`config.mk`:
```
export PLATFORM = sky130hd
export DESIGN_NAME = arb_req_ctrl
export DESIGN_NICKNAME = d
export VERILOG_FILES = /design/src/rtl/arb_req_pkg.sv /design/src/rtl/arb_onehot_chk.sv /design/src/rtl/arb_req_ctrl.sv
export SDC_FILE = /design/constraint.sdc
export NUM_CORES = 1
export LEC_CHECK = 0
export CAP_MARGIN = 20
export CORE_AREA = 8 8 66 68
export DETAILED_ROUTE_END_ITERATION = 8
export DIE_AREA = 0 0 74 76
export PLACE_DENSITY = 0.89
export SLEW_MARGIN = 20
export SYNTH_ARGS = -nofsm -noshare
export SYNTH_HDL_FRONTEND = slang
export SYNTH_SLANG_ARGS = --single-unit
```
`constraint.sdc`:
```
create_clock -name clk -period 3.6 [get_ports clk]
set_input_delay 0.72 -clock clk [delete_from_list [all_inputs] [get_ports clk]]
set_output_delay 0.72 -clock clk [all_outputs]
set_load 0.01 [all_outputs]
```
`src/rtl/arb_req_pkg.sv`:
```
// rtl/arb_req_pkg.sv - shared state encodings, beat helper and one-hot check for the arbiter requester
package arb_req_pkg;

    // FSM state encodings (2-bit)
    localparam logic [1:0] ARB = 2'd0;
    localparam logic [1:0] OWN = 2'd1;
    localparam logic [1:0] REL = 2'd2;

    typedef enum logic [1:0] {
        ST_ARB = ARB,
        ST_OWN = OWN,
        ST_REL = REL
    } state_t;

    // A job of length field L occupies the bus for L + BEAT_BIAS beats.
    localparam int unsigned BEAT_BIAS = 1;

    // Widest vector the one-hot helper accepts; callers zero-extend.
    localparam int unsigned ONEHOT_MAX_W = 64;

    function automatic logic is_onehot(input logic [ONEHOT_MAX_W-1:0] v);
        return (v != '0) && ((v & (v - ONEHOT_MAX_W'(1))) == '0);
    endfunction

endpackage

```
`src/rtl/arb_onehot_chk.sv`:
```
// rtl/arb_onehot_chk.sv - combinational one-hot and subset check of grant against req
//
// Ports:
//   grant    [WIDTH]  grant vector from the arbiter
//   req      [WIDTH]  request vector currently driven to the arbiter
//   grant_ok          grant is one-hot and only names requesting channels
module arb_onehot_chk
    import arb_req_pkg::*;
#(
    parameter int WIDTH = 4
) (
    input  logic [WIDTH-1:0] grant,
    input  logic [WIDTH-1:0] req,
    output logic             grant_ok
);

    logic [ONEHOT_MAX_W-1:0] grant_ext;

    assign grant_ext = ONEHOT_MAX_W'(grant);
    assign grant_ok  = is_onehot(grant_ext) && ((grant & req) == grant);

endmodule

```
`src/rtl/arb_req_ctrl.sv`:
```
// rtl/arb_req_ctrl.sv - requester-side controller holding fixed-priority arbiter ownership for a job's beats
//
// Optional feature macro: ARB_REQ_GRANT_CHECK_EN (sticky grant-protocol error flag).
//
// Ports:
//   clk, rst                  clock, synchronous active-high reset
//   job_valid/job_ready [W]   per-channel job handshake, one outstanding job per channel
//   job_len [W*LEN_W]         flattened job lengths, channel i at [i*LEN_W +: LEN_W]
//   req [W]                   request vector to the arbiter
//   grant [W]                 one-hot grant from the arbiter
//   bus_owner [W]             one-hot owner while OWN, else 0
//   bus_active                high while OWN
//   done [W]                  one-cycle pulse on the owner channel at release
//   err_grant                 sticky grant-protocol error (0 unless the macro is defined)
module arb_req_ctrl
    import arb_req_pkg::*;
#(
    parameter int WIDTH = 4,
    parameter int LEN_W = 4
) (
    input  logic                   clk,
    input  logic                   rst,
    input  logic [WIDTH-1:0]       job_valid,
    input  logic [WIDTH*LEN_W-1:0] job_len,
    output logic [WIDTH-1:0]       job_ready,
    output logic [WIDTH-1:0]       req,
    input  logic [WIDTH-1:0]       grant,
    output logic [WIDTH-1:0]       bus_owner,
    output logic                   bus_active,
    output logic [WIDTH-1:0]       done,
    output logic                   err_grant
);

    state_t                 state;
    logic [WIDTH-1:0]       pend;
    logic [WIDTH-1:0]       owner;
    logic [WIDTH*LEN_W-1:0] lens;
    logic [LEN_W-1:0]       cnt;
    logic [LEN_W-1:0]       sel_len;
    logic [WIDTH-1:0]       accept;
    logic [WIDTH-1:0]       release_mask;
    logic                   grant_ok;

    assign job_ready = ~pend;
    assign accept    = job_valid & ~pend;

    // req comes from state registers only; in OWN it is masked down to the
    // owner so the arbiter keeps granting it regardless of newer requests.
    always_comb begin
        req = '0;
        case (state)
            ST_ARB:  req = pend;
            ST_OWN:  req = owner;
            default: req = '0;
        endcase
    end

    assign bus_active = (state == ST_OWN);
    assign bus_owner  = bus_active ? owner : '0;

    arb_onehot_chk #(
        .WIDTH (WIDTH)
    ) u_chk (
        .grant    (grant),
        .req      (req),
        .grant_ok (grant_ok)
    );

    // Length of the channel named by the (one-hot) grant.
    always_comb begin
        sel_len = '0;
        for (int i = 0; i < WIDTH; i++) begin
            if (grant[i]) begin
                sel_len = sel_len | lens[i*LEN_W +: LEN_W];
            end
        end
    end

    // The owner's pending bit drops on the last OWN beat, so that channel can
    // take a new job during REL.
    assign release_mask = ((state == ST_OWN) && (cnt == '0)) ? owner : '0;

    always_ff @(posedge clk) begin
        if (rst) begin
            state <= ST_ARB;
            pend  <= '0;
            lens  <= '0;
            owner <= '0;
            cnt   <= '0;
            done  <= '0;
        end else begin
            done <= '0;
            pend <= (pend | accept) & ~release_mask;
            for (int i = 0; i < WIDTH; i++) begin
                if (accept[i]) begin
                    lens[i*LEN_W +: LEN_W] <= job_len[i*LEN_W +: LEN_W];
                end
            end
            case (state)
                ST_ARB: begin
                    if ((pend != '0) && grant_ok) begin
                        owner <= grant;
                        cnt   <= sel_len;
                        state <= ST_OWN;
                    end
                end
                ST_OWN: begin
                    if (cnt == '0) begin
                        done  <= owner;
                        state <= ST_REL;
                    end else begin
                        cnt <= cnt - LEN_W'(1);
                    end
                end
                ST_REL: begin
                    owner <= '0;
                    state <= ST_ARB;
                end
                default: state <= ST_ARB;
            endcase
        end
    end

`ifdef ARB_REQ_GRANT_CHECK_EN
    always_ff @(posedge clk) begin
        if (rst) begin
            err_grant <= 1'b0;
        end else if (((state == ST_ARB) && (pend != '0) && (grant != '0) && !grant_ok) ||
                     ((state == ST_OWN) && (grant != owner))) begin
            err_grant <= 1'b1;
        end
    end
`else
    assign err_grant = 1'b0;
`endif

endmodule
```
; ---- After elaboration in Yosys (flattened, before gate mapping)
; Cells that the tools add are included.
[classes]
addsub = 2
n_mul = 0
div_mod_pow = 0
n_lt_le_gt_ge = 0
n_eq_ne = 6
n_shift = 0
mux = 15
bitwise_logic = 12
reduce_logical = 15
[op_table]
columns = cell, n
row1 = $and 4x64->64, 1
row2 = $logic_not 64->1, 1
row3 = $reduce_bool 64->1, 1
row4 = $mux 4, 9
row5 = $pmux 4 s2, 3
row6 = $or 4x4->4, 4
row7 = $and 4x4->4, 3
row8 = $not 4->4, 2
row9 = $sub 4x1->5 const B, 1
row10 = $eq 4x4->1, 1
row11 = $logic_and 1x1->1, 4
row12 = $logic_not 4->1, 1
row13 = $mux 2, 2
row14 = $ne 2x2->1 const B, 2
row15 = $pmux 2 s2, 1
row16 = $reduce_and 2->1, 2
row17 = $reduce_bool 2->1, 2
row18 = $reduce_bool 4->1, 1
row19 = $sub 4x1->4 const B, 1
row20 = $reduce_and 3->1, 1
row21 = $reduce_or 3->1, 1
row22 = $eq 2x1->1 const B, 1
row23 = $eq 2x2->1 const B, 1
row24 = $logic_not 2->1, 1
row25 = 2 further kinds, 3
[totals]
register_bits = 34
latchBits = 0
ramBits = 0
mem_bits_ro = 0
inputBits = 26
output_inout_bits = 18
wordCells = 59
n_memories = 0

; ---- Depth between registers and ports, before layout
[logic_depth]
depth_word = 9
depth_mapped = 7
depth_no_buf = 5

; ---- Modules after synthesis
; From an unflattened synthesis, not the netlist that was laid out.
[unflattened]
hier_cells = 182
hier_area_um2 = 1575.3
[by_module_without_submodules]
columns = mod, n_inst, cells_per_inst, area_per_inst_um2, seq_area_each_um2
row1 = arb_req_ctrl, 1, 171, 1507.7, 680.7
row2 = arb_onehot_chk, 1, 11, 67.6, 0.0

; ---- Worst setup path before layout
; Ideal clock, no wire load.
[synth_timing]
kind = input-to-reg
from = in grant[3]
to = reg cnt[2]
setup_time_ns = 0.119
arrival_time_ns = 1.939
required_ns = 3.481
slack_ns = 1.543
stages = 6
path_buffers = 1
path_cell_list = buf_6 > or3b_1 > o32ai_2 > o221a_4 > a21oi_1 > o221a_1
[synth_via]
elab_chain_len = 8
word_cells_on_any_way = 14
classes_between = 1 x add/sub / 2 x eq/ne / 3 x mux / 2 x bitwise / 6 x reduce/logical
[synth_lines]
columns = item, line_no
row1 = "start, declared", arb_req_ctrl.sv:27  ; input logic [WIDTH-1:0] grant,
row2 = $sub 4x1->5, arb_req_pkg.sv:22  ; return (v != '0) && ((v & (v - ONEHOT_MAX_W'(1))) == '0);
row3 = $and 4x64->64, arb_req_pkg.sv:22
row4 = $logic_not 64->1, arb_req_pkg.sv:22
row5 = $logic_and 1x1->1, arb_req_pkg.sv:22
row6 = $logic_and 1x1->1, arb_onehot_chk.sv:20  ; assign grant_ok = is_onehot(grant_ext) && ((grant & req) == grant);
row7 = $logic_and 1x1->1, arb_req_ctrl.sv:101  ; if ((pend != '0) && grant_ok) begin
row8 = $ne 2x2->1 (no source line), -
row9 = $reduce_and 3->1 (no source line), -
row10 = "end signal, assigned", arb_req_ctrl.sv:103  ; cnt <= sel_len;
row11 = "end signal, assigned", arb_req_ctrl.sv:112  ; cnt <= cnt - LEN_W'(1);
row12 = "end, declared", arb_req_ctrl.sv:38  ; logic [LEN_W-1:0] cnt;
; Parallel ways exist; a longest one is shown, timed or not. The select of a mux whose other input is x is not followed.
; A chain may end at the register's enable or synchronous reset.

; ---- Worst setup path after layout
[layout_timing]
from = reg state[0]
to = out bus_owner[2]
[layout_via]
elab_chain_len = 2
[layout_lines]
columns = item, line_no
row1 = "start, declared", arb_req_ctrl.sv:34  ; state_t state;
row2 = "start signal, assigned", arb_req_ctrl.sv:85  ; state <= ST_ARB;
row3 = "start signal, assigned", arb_req_ctrl.sv:104  ; state <= ST_OWN;
row4 = "start signal, assigned", arb_req_ctrl.sv:110  ; state <= ST_REL;
row5 = $eq 2x1->1, arb_req_ctrl.sv:58  ; assign bus_active = (state == ST_OWN);
row6 = $mux 4, arb_req_ctrl.sv:59  ; assign bus_owner = bus_active ? owner : '0;
row7 = "end, declared", arb_req_ctrl.sv:28  ; output logic [WIDTH-1:0] bus_owner,
; Every way passes these cells.

==> impl_metrics.toml <==
[status]
status = "finished clean"

[timing]
clock_skew_ns = 0.00362
grt_setup_unrepaired = "false"
worst_slew_pin_slew_ns = 0.572
slew_headroom_pct = 61.8
final-setup-viol-count = 0
tns_ns = 0
hold_violations = 0
period_share_pct = 81.6
fin_crit_ns = 2.94
max_freq_mhz = 341
drv_slew = 0

[placed_design]
gp_congestion = 0.871
io_buffer_count = 42
dpl.hpwl_mm = 3.24

[die]
pin_count = 44
core_mm2 = 0.00344
die_x_um = 74
fp.dieArea_mm2 = 0.00562
initial_core_util_pct = 48.7
row_count = 22
die_height_um = 76

[critical_path]
timing_worst_setup_path_type = "reg -> out"
r2r_slack_ns = 1.47
path_max_fanout = 11
crit_path_end_kind = "output pin"
cp.arrival_ns = 2.22
worstPathRequired_ns = 2.88
cp-start-kind = "flip-flop"

[clock_tree]
cts_buffers = 5
clk_root_buffer_cell = "clkbuf_4"
clock_sinks = 34
cts_tree = "done"
path_clk_slew_ns = 0.10
cts-hold-fix-buffers = 0
cts_buffer_depth = 2
post-cts-setup-buffers = 0
clkLatencyLatePin_ns = 0.33
cts_htree_levels = 2
cts_resized = 0

[cells_and_area]
layout-drive-gt1-share_pct = 6.73
nFillCells = 286
n_antenna_cell = 0
syn_to_final_growth_pct = 28.2
final_nets = 249

[global_routing]
grt_pass1_wl_mm = 6.55
first_global_vias = 1405
grt_antenna_before_repair = 0
grt_use_total_pct = 14.8
grt_max_degree = 22
overflow = 0

[synthesis]
synth_nets = 213
synth-seq-cells = 34
postSynth.asyncResetShare_pct = 0
syn-instance-count = 186
avgSynthCellArea_um2 = 9.01
synth_area_mm2 = 0.00168
synthDistinctLibCells = 42
yosys_warnings = 0
yosys_most_used_dff = "dfxtp_1"
synth_edf_count = 0
synth-seq-area-share_pct = 40.6

[pwr]
p_per_area_mw_per_mm2 = 358
ir_worst_vdd_mv = 0.181
finalPower_uw = 768
leakagePower_nw = 0.857

[job]
drv_cap = 0

[drt]
vias = 1457
drt-initial-drc-count = 121
via_per_inst = 5.38
post_drt_wl_per_cell_um = 14.9
first_pass_iters = 4
drc = 0
drtAntennaViolNets = 0
wl_mm = 4.04

[min_path]
hold_path_class = "reg -> reg"
==> logic make-up (layout without fill, tap and decap cells) <==
logic type / Yosys count / count (layout) / synth area share, %
flops: 34 / 34 / 40.6
compound gates: 35 / 35 / 18.5
fa+ha+maj: 1 / 1 / 0.747
mux: 22 / 22 / 13.4
simple gates: 69 / 69 / 19.7
other cells: 1 / 1 / 0.224
buf+inv: 24 / 61 / 6.80
==> layout make-up <==
class	count	area, um^2	area share, %
flip-flops and latches	34	681	31.7
clock buffers	7	55.1	2.56
clock inverters	1	5.00	0.233
well taps	48	60.1	2.80
multi-input cells	128	881	41.0
repair buffers	43	428	19.9
inverters	10	37.5	1.75
==> metrics by stage <==
stage	cell area, um^2	util [%]	std cells	setup WS [ns]	hold slack (ns)
detailed placement	2090	60.7	263	0.830	0.489
global placement	2090	60.7	263	0.900	0.471
floorplan	1680	-	186	1.54	0.451
finish	2150	62.4	271	0.664	0.491
CTS	2150	62.4	271	0.657	0.503
global route	2150	62.4	271	0.550	0.520
==> layout by cell type (no fill, tap or decap), types with 2 or more instances in the layout <==
cell type and instances:
a211oi_1 5, dfxtp_1 34, a32o_1 2, clkbuf_4 5, o2bb2ai_1 2, a22oi_1 8
mux2i_1 21, nor2b_1 4, nor2_1 31, inv_1 10, nor3_1 6, a21oi_1 4
clkdlybuf4s50_1 42, and2_1 8, nand3_1 6, nand2_1 7
==> layer usage <==
| metal | vias to the layer above | GRT usage [%] | routed length, um |
|---|---|---|---|
| met5 | - | 0 | 0 |
| met4 | 0 | 7.40 | 119 |
| met3 | 11 | 4.74 | 264 |
| met2 | 54 | 22.6 | 1910 |
| met1 | 671 | 17.8 | 1750 |
| li1 | 721 | - | - |
==> cell usage after synthesis, drive strengths merged, types with 2 or more instances <==
cell	instances	share of area, %
clkbuf	7	1.6
a21oi	4	1.2
and3	2	0.82
and2	9	3.4
inv	10	2.2
dfxtp	34	41
o2bb2ai	2	1.0
nor3	6	1.8
buf	7	3.0
nand2	7	1.6
o221a	2	1.9
a32o	2	1.2
a221oi	2	1.4
a22oi	8	3.6
mux2i	22	13
nor2	31	6.9
nand3	6	1.8
a211oi	5	2.2
nor2b	4	1.5
==> flip-flops by register name (all words and copies together), names as in the netlist <==
register	cells
state	2
cnt	4
pend	4
owner	4
lens	16
done	4
==> critical path: stages (launching register included) <==
cell             delay (ns)
dfxtp_1                0.62
nand2b_1               0.30
inv_1                  0.27
and2_1                 0.16
clkdlybuf4s50_1        0.54
==> where the power goes <==
group / internal (mW) / switching, mW
Combinational: 0.0747 / 0.0671
Sequential: 0.393 / 0.0154
Clock: 0.0946 / 0.123
==> path summary, 6_finish.rpt <==
| path | start | endpoint | cells past startpoint |
|---|---|---|---|
| setup / recovery | state[0] | bus_owner[2] | 4 |
| hold / removal | cnt[1] | cnt[1] | 2 |
| setup reg to reg | state[0] | cnt[2] | 5 |
| hold reg to reg | cnt[1] | cnt[1] | 2 |
No activity file was read; power rests on OpenSTA's default activity.
